--- config.mk ---
export PLATFORM = sky130hd
export DESIGN_NAME = obstacle_scroll_engine
export DESIGN_NICKNAME = d
export VERILOG_FILES = /design/src/rtl/obstacle_scroll_engine.sv
export SDC_FILE = /design/constraint.sdc
export NUM_CORES = 1
export LEC_CHECK = 0
export CAP_MARGIN = 10
export CORE_MARGIN = 3
export CORE_UTILIZATION = 60
export DETAILED_ROUTE_END_ITERATION = 6
export PLACE_DENSITY_LB_ADDON = 0.08
export SLEW_MARGIN = 20
export SYNTH_ARGS = -nofsm -noshare
export SYNTH_HDL_FRONTEND = slang
export SYNTH_SLANG_ARGS = --single-unit
--- constraint.sdc ---
create_clock -name clk -period 19.35 [get_ports clk]
set_input_delay 2.9025 -clock clk [delete_from_list [all_inputs] [get_ports clk]]
set_output_delay 2.9025 -clock clk [all_outputs]
set_load 0.01 [all_outputs]
--- src/rtl/obstacle_scroll_engine.sv ---
// obstacle_scroll_engine
// Scrolls N_OBS ground obstacles left once per frame, ramps scroll speed over
// time, renders a per-pixel obstacle mask + sprite ROM address, detects
// pixel-exact dino/obstacle collisions and runs the IDLE/RUN/OVER game FSM.
//
// Ports
//   clk, reset     system clock, async active-high reset
//   i_pix_en       1-cycle pixel strobe; pixel path advances only on it
//   i_frame_end    1-cycle pulse between frames; drives scrolling/score
//   i_start        start button level (rising edge detected here)
//   i_x, i_y       current pixel column / row
//   i_dino_px      dino opaque, aligned with o_obs_on/o_obs_addr
//   i_obs_px       sprite ROM data for o_obs_addr (1 clk after the address)
//   o_obs_on       registered: pixel inside any obstacle box
//   o_obs_addr     registered: row*OBS_W+col inside winning box, 0 if none
//   o_state        00 IDLE, 01 RUN, 10 OVER
//   o_game_over    state == OVER
//   o_score        frames survived in current run, saturating
//   o_speed        current scroll speed, pixels/frame
module obstacle_scroll_engine #(
  parameter int N_OBS       = 3,
  parameter int OBS_W       = 49,
  parameter int OBS_H       = 80,
  parameter int GROUND      = 335,
  parameter int SCREEN_W    = 640,
  parameter int SPACING     = 200,
  parameter int SPEED_INIT  = 1,
  parameter int SPEED_MAX   = 8,
  parameter int STEP_FRAMES = 256,
  parameter int SCORE_W     = 16,
  parameter int ADDR_W      = 12
) (
  input  logic               clk,
  input  logic               reset,
  input  logic               i_pix_en,
  input  logic               i_frame_end,
  input  logic               i_start,
  input  logic [9:0]         i_x,
  input  logic [8:0]         i_y,
  input  logic               i_dino_px,
  input  logic               i_obs_px,
  output logic               o_obs_on,
  output logic [ADDR_W-1:0]  o_obs_addr,
  output logic [1:0]         o_state,
  output logic               o_game_over,
  output logic [SCORE_W-1:0] o_score,
  output logic [3:0]         o_speed
);

  typedef enum logic [1:0] {
    S_IDLE = 2'b00,
    S_RUN  = 2'b01,
    S_OVER = 2'b10
  } state_t;

  localparam int         CNT_W = $clog2(STEP_FRAMES + 1);
  localparam logic [8:0] TOP_Y = 9'(GROUND - OBS_H);
  localparam logic [8:0] BOT_Y = 9'(GROUND);

  state_t             r_state, w_next;
  logic               r_start_q;
  logic [7:0]         r_lfsr;
  logic [10:0]        r_obs_x  [N_OBS];
  logic [10:0]        w_obs_nx [N_OBS];
  logic [N_OBS-1:0]   w_resp;
  logic [SCORE_W-1:0] r_score;
  logic [3:0]         r_speed;
  logic [CNT_W-1:0]   r_cnt;
  logic [CNT_W-1:0]   w_cnt_inc;
  logic               r_obs_on;
  logic [ADDR_W-1:0]  r_obs_addr;

  logic               w_start_rise, w_collide, w_run_entry, w_frame_step;
  logic [N_OBS-1:0]   w_hit;
  logic               w_y_in;
  logic [10:0]        w_win_x;
  logic [8:0]         w_row;
  logic [10:0]        w_col;
  logic [ADDR_W-1:0]  w_addr;
  logic [11:0]        w_far, w_cand;

  assign w_start_rise = i_start & ~r_start_q;
  // r_obs_on/i_obs_px/i_dino_px all refer to the pixel registered last strobe
  assign w_collide    = r_obs_on & i_obs_px & i_dino_px & (r_state == S_RUN);
  assign w_run_entry  = (r_state != S_RUN) && (w_next == S_RUN);
  // a collision in the same cycle freezes the world instead of scrolling it
  assign w_frame_step = (r_state == S_RUN) && i_frame_end && !w_collide;

  // ---------------- FSM ----------------
  always_ff @(posedge clk or posedge reset) begin
    if (reset) r_state <= S_IDLE;
    else       r_state <= w_next;
  end

  always_comb begin
    w_next = r_state;
    case (r_state)
      S_IDLE:  if (w_start_rise) w_next = S_RUN;
      S_RUN:   if (w_collide)    w_next = S_OVER;
      S_OVER:  if (w_start_rise) w_next = S_RUN;
      default: w_next = S_IDLE;
    endcase
  end

  // ---------------- per-frame motion ----------------
  // Survivors move first and set the far edge; respawners are then placed
  // behind it in index order, each one becoming the new far edge.
  always_comb begin
    w_far  = '0;
    w_cand = '0;
    w_resp = '0;
    for (int i = 0; i < N_OBS; i++) begin
      w_resp[i]   = r_obs_x[i] < {7'b0, r_speed};
      w_obs_nx[i] = r_obs_x[i] - {7'b0, r_speed};
      if (!w_resp[i] && ({1'b0, w_obs_nx[i]} > w_far))
        w_far = {1'b0, w_obs_nx[i]};
    end
    for (int i = 0; i < N_OBS; i++) begin
      if (w_resp[i]) begin
        w_cand = w_far + 12'(SPACING) + {6'b0, r_lfsr[5:0]};
        if (w_cand < 12'(SCREEN_W)) w_cand = 12'(SCREEN_W);
        w_obs_nx[i] = w_cand[10:0];
        w_far       = w_cand;
      end
    end
  end

  assign w_cnt_inc = r_cnt + 1'b1;

  // ---------------- pixel hit test ----------------
  assign w_y_in = (i_y >= TOP_Y) && (i_y < BOT_Y);

  genvar g;
  generate
    for (g = 0; g < N_OBS; g++) begin : g_hit
      assign w_hit[g] = w_y_in && ({1'b0, i_x} >= r_obs_x[g]) &&
                        ({2'b0, i_x} < ({1'b0, r_obs_x[g]} + 12'(OBS_W)));
    end
  endgenerate

  // lowest index wins: scan downward so the last assignment is the lowest hit
  always_comb begin
    w_win_x = '0;
    for (int i = N_OBS - 1; i >= 0; i--)
      if (w_hit[i]) w_win_x = r_obs_x[i];
  end

  assign w_row  = i_y - TOP_Y;
  assign w_col  = {1'b0, i_x} - w_win_x;
  assign w_addr = ADDR_W'(w_row) * ADDR_W'(OBS_W) + ADDR_W'(w_col);

  // ---------------- datapath registers ----------------
  always_ff @(posedge clk or posedge reset) begin
    if (reset) begin
      r_start_q  <= 1'b0;
      r_lfsr     <= 8'hA5;
      r_score    <= '0;
      r_speed    <= 4'(SPEED_INIT);
      r_cnt      <= '0;
      r_obs_on   <= 1'b0;
      r_obs_addr <= '0;
      for (int i = 0; i < N_OBS; i++)
        r_obs_x[i] <= 11'(SCREEN_W + i * SPACING);
    end else begin
      r_start_q <= i_start;
      if (w_run_entry) begin
        r_score <= '0;
        r_speed <= 4'(SPEED_INIT);
        r_cnt   <= '0;
        for (int i = 0; i < N_OBS; i++)
          r_obs_x[i] <= 11'(SCREEN_W + i * SPACING);
      end else if (w_frame_step) begin
        for (int i = 0; i < N_OBS; i++)
          r_obs_x[i] <= w_obs_nx[i];
        if (~&r_score) r_score <= r_score + 1'b1;
        if (w_cnt_inc == CNT_W'(STEP_FRAMES)) begin
          r_cnt <= '0;
          if (r_speed < 4'(SPEED_MAX)) r_speed <= r_speed + 1'b1;
        end else begin
          r_cnt <= w_cnt_inc;
        end
        // x^8+x^6+x^5+x^4+1
        r_lfsr <= {r_lfsr[6:0], r_lfsr[7] ^ r_lfsr[5] ^ r_lfsr[4] ^ r_lfsr[3]};
      end
      if (i_pix_en) begin
        r_obs_on   <= |w_hit;
        r_obs_addr <= (|w_hit) ? w_addr : '0;
      end
    end
  end

  assign o_obs_on    = r_obs_on;
  assign o_obs_addr  = r_obs_addr;
  assign o_state     = r_state;
  assign o_game_over = (r_state == S_OVER);
  assign o_score     = r_score;
  assign o_speed     = r_speed;

endmodule
==> After elaboration in Yosys (flattened, before gate mapping) <==
Cells that the tools add are included.
{ "word_totals": {"reg_bits": 86, "input_bits": 26, "output_inout_bits": 36, "word_cells": 120} }
{ "classes": {"n_addsub": 18, "mul": 1, "magnitude_cmp": 18, "eq_ne": 6, "muxes": 30, "bitwise_logic": 9, "n_reduce_logical": 27} }
{ "ops": {"columns": ["cell", "n"], "rows": [
  ["$mux W11", 8],
  ["$mux W12", 7],
  ["$mux W33", 2],
  ["$mux W16", 3],
  ["$add A11 B6 Y12 const B", 3],
  ["$add A12 B6 Y12", 3],
  ["$add A12 B8 Y12 const B", 3],
  ["$lt A10 B12 Y1", 3],
  ["$lt A12 B10 Y1 const B", 3],
  ["$ge A10 B11 Y1", 3],
  ["$lt A11 B4 Y1", 3],
  ["$sub A11 B4 Y11", 3],
  ["$mux W9", 3],
  ["$gt A11 B12 Y1", 2],
  ["$add A16 B1 Y16 const B", 1],
  ["$mux W4", 4],
  ["$reduce_and A16 Y1", 1],
  ["$logic_and A1 B1 Y1", 13],
  ["$add A12 B11 Y12", 1],
  ["$mul A9 B6 Y12 const B", 1],
  ["$gt A11 B1 Y1 const B", 1],
  ["$sub A10 B11 Y11", 1],
  ["$add A9 B1 Y9 const B", 1],
  ["$eq A9 B9 Y1 const B", 1],
  ["21 further kinds", 35]
]} }

==> Depth between registers and ports, before layout <==
{ "depth": {"depth_word": 27, "depth_mapped": 68, "mapped_depth_nobuf": 65} }

==> Worst setup path after synthesis <==
No wires, ideal clock.
{ "synth_path": {"path_type": "reg2reg", "from": "reg r_speed[1], in the netlist o_speed[1]", "to": "reg r_obs_x[1] (netlist name)", "setup_time_ns": 0.120, "t_arrival_ns": 13.627, "required_time_ns": 19.230, "slack_ns": 5.604, "path_stages_with_launch": 64, "n_path_buf": 4, "period_less_slack_ns": 13.746, "cell_sequence": "dfrtp_1 inv_1 ha_1 nor2b_1 o31a_1 or2_2 nor3_2 clkbuf_1 nor2_1 inv_1 ha_1 nand3_1 o31a_1 a211oi_1 clkbuf_1 a21oi_1 ha_1 nand2_1 [28 not listed] o21ai_1 a31oi_2 buf_4 a22o_1 ha_1 ha_1 fa_1 a21oi_1 nor2_1 nor2_1 o21bai_1 a21oi_1 o21bai_1 a21oi_1 xor2_1 or3_4 a22o_4 a31o_1"} }
{ "synth_between": {"elab_chain_cells": 27, "elab_cells_between_ends": 35, "classes_between": "add/sub (9); order compare (9); mux (11); reduce/logical (6)"} }
{ "synth_lines": {"columns": ["element", "line", "text"], "rows": [
  ["from (decl)", "67", "logic [3:0] r_speed;"],
  ["from (signal assigned)", "158", "r_speed <= 4'(SPEED_INIT);"],
  ["from (signal assigned)", "168", "r_speed <= 4'(SPEED_INIT);"],
  ["from (signal assigned)", "178", "if (r_speed < 4'(SPEED_MAX)) r_speed <= r_speed + 1'b1;"],
  ["$sub A11 B4 Y11 / $lt A11 B4 Y1 (equally long branches)", "114, 113", null],
  ["$gt A11 B1 Y1 / $logic_not A1 Y1 (equally long branches)", "115", "if (!w_resp[i] && ({1'b0, w_obs_nx[i]} > w_far))"],
  ["$logic_and A1 B1 Y1", "115", null],
  ["$mux W11", "115", null],
  ["$gt A11 B12 Y1", "115", null],
  ["$logic_and A1 B1 Y1", "115", null],
  ["$mux W12", "115", null],
  ["$gt A11 B12 Y1", "115", null],
  ["[11 not listed]", null, null],
  ["$mux W12", "119", "if (w_resp[i]) begin"],
  ["$add A12 B8 Y12", "120", "w_cand = w_far + 12'(SPACING) + {6'b0, r_lfsr[5:0]};"],
  ["$add A12 B6 Y12", "120", null],
  ["$lt A12 B10 Y1", "121", "if (w_cand < 12'(SCREEN_W)) w_cand = 12'(SCREEN_W);"],
  ["$mux W11", "121", null],
  ["$mux W11 *", "119", null],
  ["$mux W33 *", "172", "end else if (w_frame_step) begin"],
  ["$mux W33 *", "166", "if (w_run_entry) begin"],
  ["to (signal, indexed assignment)", "163", "r_obs_x[i] <= 11'(SCREEN_W + i * SPACING);"],
  ["to (signal, indexed assignment)", "171", "r_obs_x[i] <= 11'(SCREEN_W + i * SPACING);"],
  ["to (signal, indexed assignment)", "174", "r_obs_x[i] <= w_obs_nx[i];"],
  ["to (decl)", "63", "logic [10:0] r_obs_x [N_OBS];"]
]} }
Mark *: on every way between the ends. The rest lies on a longest branch, timed or not. The select of a mux whose other input is x is not followed.
A chain may end at the register's enable or synchronous reset.

==> Worst setup path after layout <==
Ends and elaborated chain as after synthesis.

==> key figures <==
Yosys
  – Commonest cells post-synth: ha_1, inv_1, nand2_1, o21ai_0, nor2_1
  – Synth Instances: between 1000 and 1500
  – Asr flop ratio synth: 1.00
  – Area leader, netlist: ha_1
  – Post-synthesis register bit count: 86
  – Ranking of synthesized cells by area: ha_1, dfrtp_1, xnor2_1, o21ai_0, inv_1
  – Yosys warns: 0
  – Primary FF master, synth: dfrtp_1
  – Post-Syn Area per Cell: approximately 8.3 µm²
  – Netlist cell types: 82
  – Netlist Area Pre-Place: ~11000 µm²
  – Sequential area share after synthesis: 0.198
  – Top-count cell post-synth: ha_1
  – EDFF count, synth: 0
  – Top cell type's share of synthesized area: 0.212
  – Synthesized netlist net count: 1549

Final layout
  – Final layout net count: roughly 1600
  – Ant diodes: 0
  – Area Growth Syn to Fin: 10.6%
  – Final Core Density: 0.689
  – Layout cells sized above 1: 0.0581

Setup path
  – Critical path class: reg2reg
  – Critical path required time: about 20 ns
  – CP max FO: 18
  – FF-to-FF End: r_obs_x[1]
  – Max incr delay on CP: 0.67 ns
  – R2r startpoint: o_speed[1]
  – Reg2reg setup slack: ~3.8 ns
  – Slowest-stage cell, CP: or3_1
  – Crit path launch type: flip-flop
  – Critical path arrival: about 16 ns
  – Setup crit end kind: flip-flop
  – Reg2reg path depth: 59

Worst hold path
  – Worst Hold Path Cells: 2
  – Critical hold path startpoint: r_lfsr[7]
  – Hold path endpoint: r_lfsr[7]
  – Min-delay worst type: reg2reg

Routing
  – Routed length per instance: 19.4 µm
  – Routed WL: around 31 mm
  – Via count: ~10000
  – Vias/cell: between 6 and 7
  – Post-DRT Antenna Nets: 0
  – Total iterations of the first detailed-routing run: 6
  – DRT iter0 DRCs: 847
  – Post-route DRC: 0

Clock network
  – Total setup buffers inserted after CTS: 0
  – CTS Buffer Depth: 2
  – Cts hold-fix bufs: 0
  – Worst-Skew Late Latency: 0.36 ns
  – Root Buffer: clkbuf_16
  – TritonCTS Buffers: 9
  – CTS sink count: 86
  – CTS tree: done
  – Clock-pin slew on the worst setup and hold paths: 0.07 ns
  – CTS H-tree depth: 3
  – Resize count post-CTS: 0

STA
  – Fin. max-slew vios: 0
  – RSZ-0062 raised after global routing: no
  – Crit share post-route: 0.805
  – Slew HR: 0.320
  – Final min period: ~16 ns
  – Fmax: 64.2 MHz
  – Setup tns final: 0 ns
  – Least-Margin Pin Slew: 1.01 ns
  – Hold Violations, Final: 0
  – Final setup vio count: 0
  – Setup Skew: roughly 0.013 ns

Placement
  – Hpwl dp: around 25 mm
  – GPL Wtd Cong: around 0.97
  – IO Port Bufs: around 60

Floorplan
  – Initial core utilization: 0.623
  – Die X: ~140 µm
  – Die Area: about 20000 µm²
  – Overall die height: 141 µm
  – Core area: roughly 18000 µm²
  – # rows: 48
  – Ports: between 60 and 70

GRT
  – Pin count of the biggest net entering global routing: roughly 50
  – Global-route wire length before repair: ~50 mm
  – Number of antenna violations at the first check in global routing: 0
  – Vias in the first global route: 9604
  – Total track usage: 0.312
  – GRT overflow: 0

Flow run
  – Total of max-cap violations: 0

Run status
  – Run status: completed
critical path: cells and delay by family, from the launching register on:
kind                     cells  cell delay, ns
XOR/XNOR                     1            0.10
AO/OA/AOI/OAI               32            8.38
AND/OR/NAND/NOR             13            2.75
buffers and inverters        2            0.48
multiplexers                 1            0.30
adder cells (fa/ha/maj)     10            2.93
flip-flops                   1            0.48
cells in the final DEF, fill, tap and decap left out, types with 40 or more instances in the layout:
master | synthesis | layout
nand3_1 | 43 | 43
clkdlybuf4s50_1 | 0 | 61
ha_1 | 186 | 186
nor2_1 | 84 | 83
inv_1 | 114 | 113
dfrtp_1 | 73 | 73
xnor2_1 | 80 | 80
o21ai_0 | 86 | 85
a21oi_1 | 81 | 81
nand2_1 | 107 | 107
o21a_1 | 40 | 40
metrics by stage:
| stage | cells | hold WS (ns) | instance area [µm²] | worst slack [ns] |
|---|---|---|---|---|
| global route | 1602 | 0.496 | 12100 | 2.55 |
| floorplan | 1322 | 0.440 | 11000 | 5.60 |
| CTS | 1602 | 0.477 | 12100 | 3.91 |
| finish | 1602 | 0.472 | 12100 | 3.77 |
| detailed placement | 1586 | 0.462 | 11800 | 3.96 |
| global placement | 1586 | 0.459 | 11800 | 4.45 |
cells by family (layout without fill, tap and decap cells):
family / Yosys count / in the layout / synth area share
buffers and inverters: 151 / 206 / 0.0543
adder cells (fa/ha/maj): 201 / 201 / 0.240
XOR/XNOR: 118 / 118 / 0.0942
flip-flops: 86 / 86 / 0.198
AO/OA/AOI/OAI: 354 / 354 / 0.210
multiplexers: 30 / 30 / 0.0289
AND/OR/NAND/NOR: 382 / 382 / 0.175
registers in the layout, summed over array words and instances, names as in the netlist:
signal / cells
o_speed: 4
r_obs_x: 33
o_obs_on: 1
o_state: 2
r_start_q: 1
r_cnt: 9
o_score: 16
r_lfsr: 8
o_obs_addr: 12
per-layer routing:
layer  vias to the layer above  part of all wire  GRT usage  routed length (µm)
li1                       4834                 -          -                   -
met1                      4664              0.43      0.400               13300
met2                       358              0.47      0.525               14500
met3                        86             0.055     0.0356                1710
met4                         0             0.051      0.148                1570
met5                         -                 0          0                   0
how the worst max path moves through the flow:
stage                             to       start  depth (start not counted)
after floorplan           r_obs_x[1]  o_speed[1]                         63
after CTS                 r_obs_x[1]  o_speed[1]                         59
after global routing      r_obs_x[1]  o_speed[1]                         62
after global placement    r_obs_x[2]  o_speed[1]                         60
after detailed placement  r_obs_x[1]  o_speed[1]                         59
final                     r_obs_x[1]  o_speed[1]                         59
layout make-up:
cell class / count / area [µm²]
clock buffer: 9 / 225
sequential: 86 / 2170
clock inverter: 7 / 91.3
timing repair buffer: 75 / 716
tap: 225 / 282
inverter: 115 / 433
fill: 1454 / 5470
multi-input combinational: 1085 / 8210
Power is left out: the tool's default activity adds up to more than one toggle a clock period on the data nets, which glitch-free logic cannot reach.
